===== config.mk =====
export PLATFORM = sky130hd
export DESIGN_NAME = shift_reg
export DESIGN_NICKNAME = d
export VERILOG_FILES = /design/src/rtl/shift_reg_pkg.sv /design/src/rtl/shift_reg.sv
export SDC_FILE = /design/constraint.sdc
export NUM_CORES = 1
export LEC_CHECK = 0
export BUFFER_PORTS_ARGS = -buffer_cell sky130_fd_sc_hd__buf_2
export CORE_AREA = 2 2 39 41
export CTS_BUF_LIST = sky130_fd_sc_hd__clkbuf_16
export DETAILED_ROUTE_END_ITERATION = 10
export DIE_AREA = 0 0 41 43
export GPL_TIMING_DRIVEN = 1
export PLACE_DENSITY = 0.67
export SLEW_MARGIN = 5
export SYNTH_ARGS = -nofsm -noshare
export SYNTH_HDL_FRONTEND = slang
export SYNTH_SLANG_ARGS = --single-unit

===== constraint.sdc =====
create_clock -name clk -period 2.9 [get_ports clk]
set_input_delay 0.145 -clock clk [delete_from_list [all_inputs] [get_ports clk]]
set_output_delay 0.145 -clock clk [all_outputs]
set_load 0.03 [all_outputs]

===== src/rtl/shift_reg_pkg.sv =====
// Shared definitions for the universal shift register: mode select encodings.
package shift_reg_pkg;

  typedef enum logic [1:0] {
    HOLD = 2'b00,
    SHR  = 2'b01,
    SHL  = 2'b10,
    LOAD = 2'b11
  } mode_e;

endpackage


===== src/rtl/shift_reg.sv =====
// Universal shift register: hold, shift right, shift left, parallel load, with
// a registered copy of the last bit shifted out.
module shift_reg
  import shift_reg_pkg::*;
#(
  parameter int size = 8
) (
  input  logic            clk,
  input  logic            rst,
  input  logic [1:0]      mode,
  input  logic [size-1:0] prl_in,
  input  logic            srl_in,
  output logic [size-1:0] out,
  output logic            srl_out
);

  logic [size-1:0] out_q, out_d;
  logic            srl_q, srl_d;

  always_comb begin
    out_d = out_q;
    srl_d = srl_q;
    case (mode)
      SHR: begin
        out_d = {srl_in, out_q[size-1:1]};
        srl_d = out_q[0];
      end
      SHL: begin
        out_d = {out_q[size-2:0], srl_in};
        srl_d = out_q[size-1];
      end
      // a load replaces the contents but leaves the last shifted-out bit alone
      LOAD: out_d = prl_in;
      default: ;
    endcase
  end

  always_ff @(posedge clk) begin
    if (rst) begin
      out_q <= '0;
      srl_q <= 1'b0;
    end else begin
      out_q <= out_d;
      srl_q <= srl_d;
    end
  end

  assign out     = out_q;
  assign srl_out = srl_q;

endmodule


==> summary.md, run 1 <==
| Metric | Value |
|---|---|
| Outcome | `finished clean` |
| Critical Path Slowest Stage Cell | `or3b_2` |
| PortBufs | `21` |
| Final Cycle Share | `42.5%` |
| CTS Hold Bufs | `0` |
| Initial Util | `39.4%` |
| Vias in the first global route | `481` |
| CTS Buf Count | `3` |
| Reg2Reg Capture Point | `out[0]$_SDFFE_PP0P_` |
| Global-route wire length before repair | `2.07 mm` |
| Flop-to-flop setup slack | `1790 ps` |
| WHS Endpoint | `out[4]$_SDFFE_PP0P_` |
| Mean Syn Cell Area | `9.25 um^2` |
| Overall routing resource usage | `18.0%` |
| Die Width | `41 um` |
| Psw | `117 uW` |
| Initial antenna violation count | `0` |
| Lkg Pwr | `0.000315 uW` |
| Post-layout util | `51.9%` |
| Slew @ Worst Pin | `494 ps` |
| Reg2Reg Launch Point | `out[1]$_SDFFE_PP0P_` |
| Clk pin slew, worst setup/hold paths | `40 ps` |
| Htree depth | `1` |
| Internal Power | `348 uW` |
| RSZ-0062 raised after global routing | `false` |
| Synthesized area | `546 um^2` |
| PD cells | `648 nW/um^2` |
| Routed Antenna Nets | `0` |
| Die Footprint | `1760 um^2` |
| Hold Path Stages | `2` |
| Fill cells | `135` |
| FF+latch count, synth | `9` |
| Num Clock Sinks | `9` |
| DRC viols | `0` |
| Buffer count from post-CTS setup fixing | `0` |
| Largest family of logic cells by synthesized area | `compound AO/OA/AOI/OAI gates` |
| Final Hold Vio Count | `0` |
| Crit path capture type | `flop` |
| Startpoint Class | `input pin` |
| Placer Congestion | `0.733` |
| Critical Path Max Stage Delay | `500 ps` |
| Post-layout min period | `1230 ps` |
| Comb power frac | `17.5%` |
| Setup violators final | `0` |
| Hold Crit Start | `rst` |
| Fmax | `0.811 GHz` |
| Adder-Cell Fraction of Synth Area | `6.88%` |
| Critical path class | `input pin to flop` |
| Sw frac | `25.2%` |
| Post-synthesis sequential area ratio | `33.0%` |
| Core footprint | `1380 um^2` |
| DIE HEIGHT | `43 um` |
| Max FO, Critical Path | `17` |
| Layout Skew | `0.637 ps` |
| Antenna fix cells | `0` |
| DRT iter0 DRCs | `3` |
| Largest net degree at the start of global routing | `18` |
| Post-synthesis simple-gate area fraction | `24.5%` |
| Setup slack after placement | `1430 ps` |
| CTS tree | `done` |
| Clock power share | `51.5%` |
| TNS Setup | `0 ps` |
| Total of max-cap violations | `0` |
| Worst hold-check path type | `input pin to flop` |
| Post-synthesis compound-gate area fraction | `25.2%` |
| Resized cells post-CTS | `0` |
| Ratio of cells with drive above 1 in the final layout | `33.8%` |
| Clk Latency, worst-skew pair | `230 ps` |
| # nets final | `97` |
| Multiplexer share of the synthesized area | `1.83%` |
| Syn-to-layout area delta | `31.7%` |
| Root Driver | `clkbuf_16` |
| Drt wl/cell | `12.6 um` |
| Yosys warning total | `0` |
| Syn nets | `75` |
| Row cnt | `14` |
| Drt pass-1 iters | `3` |
| Rel. slew slack | `67.0%` |
| Worst Setup Slack, final | `1670 ps` |
| Worst path arrival time | `1380 ps` |
| Synth cell types | `17` |
| Clock buffer depth | `2` |
| R2R depth | `2` |
| Routed WL | `1.21 mm` |
| Critical Path RT | `3040 ps` |
| Cells after synthesis | `59` |
| Synth Area in XOR/XNOR | `0%` |
| Total gr overflow | `0` |
| Peak supply drop | `0.000270 V` |
| Flop pwr share | `31.0%` |
| Pins Over Slew Limit | `0` |
| CP cell instances | `buf_2 -> inv_1 -> ha_1 -> or3b_2 -> a311oi_1` |
| Drt via density | `5.34` |
| Total number of vias | `513` |
| I/O pins | `22` |
[critical path: cells and delay by family]
family	cells	cell delay (ps)
compound gates	1	210
buf+inv	2	160
simple gates	1	500
fa+ha+maj	1	370
[synthesized netlist by cell type]
master	instances	share of area (%)
a21oi_1	6	5.5
nor2_1	1	0.69
ha_1	3	6.9
or3b_2	1	1.6
a221oi_1	4	6.4
nor2b_1	6	6.9
a211oi_1	1	1.4
buf_6	2	4.1
buf_1	1	0.69
dfxtp_1	9	33
mux2i_1	1	1.8
a311oi_1	4	6.4
nand2_1	6	4.1
a311oi_2	2	5.5
or3b_1	7	11
buf_2	1	0.92
inv_1	4	2.8
[metal layers]
metal	global-route usage, %	up-vias	routed length, um
met4	14.0	0	34
met2	25.6	12	591
li1	-	263	-
met1	21.5	234	544
met3	4.71	4	41
met5	0	-	0
[cell type report]
class | count | area (um^2) | area share [%]
well taps | 16 | 20.0 | 2.79
clock inverters | 1 | 3.75 | 0.523
clock buffers | 3 | 75.1 | 10.5
repair buffers | 21 | 105 | 14.6
multi-input cells | 42 | 319 | 44.4
flip-flops and latches | 9 | 180 | 25.1
inverters | 4 | 15.0 | 2.09
[logic make-up (layout without fill, tap and decap cells)]
logic type,after synthesis,count (layout)
flops,9,9
mux,1,1
simple gates,21,21
fa+ha+maj,3,3
buf+inv,8,29
compound gates,17,17
[worst max-delay path by stage]
stage                   startpoint                   to  slack [ps]  cells past startpoint
2_1_floorplan  out[7]$_SDFFE_PP0P_  out[6]$_SDFFE_PP0P_        1650                      2
3_3_place_gp               mode[0]  out[0]$_SDFFE_PP0P_        1480                      5
3_5_place_dp               mode[0]  out[6]$_SDFFE_PP0P_        1430                      5
4_1_cts                    mode[0]  out[6]$_SDFFE_PP0P_        1650                      5
5_1_grt                    mode[0]  out[6]$_SDFFE_PP0P_        1560                      5
6_report                   mode[0]  out[6]$_SDFFE_PP0P_        1670                      5
[sequential cells by signal, summed over array words and instances, names as in the netlist]
| signal | count |
|---|---|
| out | 8 |
| srl_out | 1 |
[stage by stage]
step / total power, uW / cell area (um^2) / hold slack, ps / std cells
2_1_floorplan: 205 / 546 / 399 / 59
3_3_place_gp: 226 / 639 / 461 / 92
3_5_place_dp: 228 / 639 / 459 / 92
4_1_cts: 472 / 718 / 213 / 96
5_1_grt: 490 / 718 / 234 / 96
6_report: 465 / 718 / 207 / 96
[placed cells by master (no fill, tap or decap), types with 2 or more instances in the layout]
cell type  synthesis  routed
buf_2              1      21
dfxtp_1            9       9
or3b_1             7       7
nand2_1            6       6
a21oi_1            6       6
nor2b_1            6       6
inv_1              4       5
a221oi_1           4       4
a311oi_1           4       4
ha_1               3       3
clkbuf_16          0       3
a311oi_2           2       2
[power groups by stage]
stage,clock network (uW),registers [uW],logic (uW)
after CTS,245,144,82.6
after global routing,254,146,90.6
after floorplan,0,165,39.9
after detailed placement,0,146,82.0
final,240,144,81.6
after global placement,0,146,80.7
Note: power is estimated with default switching activity, not from simulation.
==> run 2, diff against run 1 <==
==> constraint.sdc (replaced) <==
create_clock -name clk -period 1.3 [get_ports clk]
set_input_delay 0.065 -clock clk [delete_from_list [all_inputs] [get_ports clk]]
set_output_delay 0.065 -clock clk [all_outputs]
set_load 0.03 [all_outputs]
==> summary.md, run 2 (synthesized netlist as in run 1, its figures left out) <==
| Metric | Value |
|---|---|
| Rel. slew slack | `68.9% (was 67.0%)` |
| Setup violators final | `0 (unchanged)` |
| Buffer count from post-CTS setup fixing | `0 (unchanged)` |
| Htree depth | `1 (unchanged)` |
| Total number of vias | `540 (was 513)` |
| Row cnt | `14 (unchanged)` |
| Sw frac | `26.0% (was 25.2%)` |
| Global-route wire length before repair | `2.17 mm (was 2.07 mm)` |
| Clk pin slew, worst setup/hold paths | `40 ps (about the same)` |
| CTS Buf Count | `3 (unchanged)` |
| Ratio of cells with drive above 1 in the final layout | `36.1% (was 33.8%)` |
| Vias in the first global route | `495 (was 481)` |
| DRC viols | `0 (unchanged)` |
| Critical Path Slowest Stage Cell | `or3b_2 (unchanged)` |
| Post-layout util | `53.5% (was 51.9%)` |
| Pins Over Slew Limit | `0 (unchanged)` |
| Psw | `275 uW (was 117 uW)` |
| Core footprint | `1380 um^2 (unchanged)` |
| Initial antenna violation count | `0 (unchanged)` |
| Num Clock Sinks | `9 (unchanged)` |
| Die Footprint | `1760 um^2 (unchanged)` |
| CTS Hold Bufs | `0 (unchanged)` |
| Startpoint Class | `flop (was input pin)` |
| Clock buffer depth | `2 (unchanged)` |
| Hold Crit Start | `rst (unchanged)` |
| Critical Path Max Stage Delay | `450 ps (was 500 ps)` |
| Final Cycle Share | `90.3%` |
| Fmax | `0.852 GHz` |
| Reg2Reg Launch Point | `out[7]$_SDFFE_PP0P_ (was out[1]$_SDFFE_PP0P_)` |
| Hpwl dp | `865 um` |
| Clk Latency, worst-skew pair | `230 ps (about the same)` |
| Syn-to-layout area delta | `35.8% (was 31.7%)` |
| RSZ-0062 raised after global routing | `false (unchanged)` |
| Overall routing resource usage | `17.6% (was 18.0%)` |
| Layout Skew | `1.72 ps (was 0.637 ps)` |
| Total gr overflow | `0 (unchanged)` |
| Slew @ Worst Pin | `467 ps (was 494 ps)` |
| Flop pwr share | `30.5% (was 31.0%)` |
| Outcome | `finished clean (unchanged)` |
| Worst hold margin | `138 ps (was 207 ps)` |
| Crit path to | `out[6]$_SDFFE_PP0P_ (unchanged)` |
| Largest register FFs | `8 (unchanged)` |
| Commonest non-fill, non-tap cell in the layout | `buf_2 (unchanged)` |
| Critical Path Source | `out[7]$_SDFFE_PP0P_ (was mode[0])` |
| Internal Power | `782 uW (was 348 uW)` |
| # nets final | `100 (was 97)` |
| Commonest non-fill, non-tap cells in the layout | `21 x buf_2, 9 x dfxtp_1, 7 x or3b_1 (unchanged)` |
| Crit path capture type | `flop (unchanged)` |
| Fill cells | `121 (was 135)` |
| Largest net degree at the start of global routing | `17 (was 18)` |
| Antenna fix cells | `0 (unchanged)` |
| Max FO, Critical Path | `4 (was 17)` |
| DRT iter0 DRCs | `7 (was 3)` |
| CTS tree | `done (unchanged)` |
| Drt via density | `5.45 (was 5.34)` |
| Placer Congestion | `0.726 (was 0.733)` |
| Resized cells post-CTS | `0 (unchanged)` |
| Routed Antenna Nets | `0 (unchanged)` |
| Worst hold-check path type | `input pin to flop (unchanged)` |
| Final Hold Vio Count | `0 (unchanged)` |
| CP cell instances | `or3b_2 -> a311oi_1 (was buf_2 -> inv_1 -> ha_1 -> or3b_2 -> a311oi_1)` |
| Clock power share | `51.5% (about the same)` |
| R2R depth | `2 (unchanged)` |
| Comb power frac | `18.0% (was 17.5%)` |
| Flop-to-flop setup slack | `130 ps (was 1790 ps)` |
| Lkg Pwr | `0.000330 uW (was 0.000315 uW)` |
| Critical path class | `flop to flop (was input pin to flop)` |
| Post-layout min period | `1170 ps` |
| Die Width | `41 um (unchanged)` |
| I/O pins | `22 (unchanged)` |
| Register area | `180 um^2 (unchanged)` |
| Critical Path RT | `1430 ps (was 3040 ps)` |
| Drt wl/cell | `13.2 um (was 12.6 um)` |
| Root Driver | `clkbuf_16 (unchanged)` |
| Multi-input gate area | `319 um^2 (unchanged)` |
| Reg2Reg Capture Point | `out[6]$_SDFFE_PP0P_ (was out[0]$_SDFFE_PP0P_)` |
| Peak supply drop | `0.000689 V (was 0.000270 V)` |
| PD cells | `1430 nW/um^2 (was 648 nW/um^2)` |
| Drt pass-1 iters | `4 (was 3)` |
| Total of max-cap violations | `0 (unchanged)` |
| Routed WL | `1.31 mm (was 1.21 mm)` |
| Initial Util | `39.4% (unchanged)` |
| Worst path arrival time | `1310 ps (was 1380 ps)` |
| DIE HEIGHT | `43 um (unchanged)` |
| PortBufs | `21 (unchanged)` |
[run 2: metrics by stage]
| stage | TNS, ps | area, um^2 | power [uW] | instances | setup slack [ps] |
|---|---|---|---|---|---|
| 5_1_grt | 0 | 741 | 1100 | 99 | 51.4 |
| 3_5_place_dp | -30.1 | 662 | 515 | 95 | -24.3 |
| 2_1_floorplan | 0 | 546 | 457 | 59 | 49.4 |
| 6_report | 0 | 741 | 1060 | 99 | 126 |
| 4_1_cts | 0 | 741 | 1060 | 99 | 197 |
| 3_3_place_gp | 0 | 662 | 512 | 95 | 3.19 |
[run 2: worst min-delay path by stage]
stage / end / slack [ps] / depth (start not counted)
5_1_grt: out[4]$_SDFFE_PP0P_ / 160 / 2
3_3_place_gp: out[4]$_SDFFE_PP0P_ / 380 / 2
2_1_floorplan: out[1]$_SDFFE_PP0P_ / 320 / 2
3_5_place_dp: out[4]$_SDFFE_PP0P_ / 390 / 2
4_1_cts: out[4]$_SDFFE_PP0P_ / 150 / 2
6_report: out[4]$_SDFFE_PP0P_ / 140 / 2
[run 2: cell type report]
type / count / area share [%]
clock inverter: 1 / 0.507
inverter: 4 / 2.03
timing repair buffer: 24 / 17.2
tap: 16 / 2.70
multi-input combinational: 42 / 43.1
sequential: 9 / 24.3
clock buffer: 3 / 10.1
[run 2: power by group through the flow]
stage | Combinational, uW | Clock (uW) | Sequential (uW)
2_1_floorplan | 89.0 | 0 | 368
3_3_place_gp | 186 | 0 | 326
3_5_place_dp | 189 | 0 | 326
4_1_cts | 191 | 545 | 322
5_1_grt | 212 | 563 | 325
6_report | 190 | 544 | 322
[run 2: critical path: cells and delay by family, from the launching register on]
family / cells / cell delay (ps)
and+or+nand+nor: 1 / 450
AOI/OAI and AO/OA: 1 / 240
DFF: 1 / 380
[run 2: layer usage]
metal / track usage, % / part of all wire (%) / vias up
met5: 0 / 0 / -
met4: 8.00 / 0 / 0
met3: 3.14 / 3.5 / 0
met2: 26.6 / 50 / 18
met1: 23.3 / 47 / 257
li1: - / - / 265
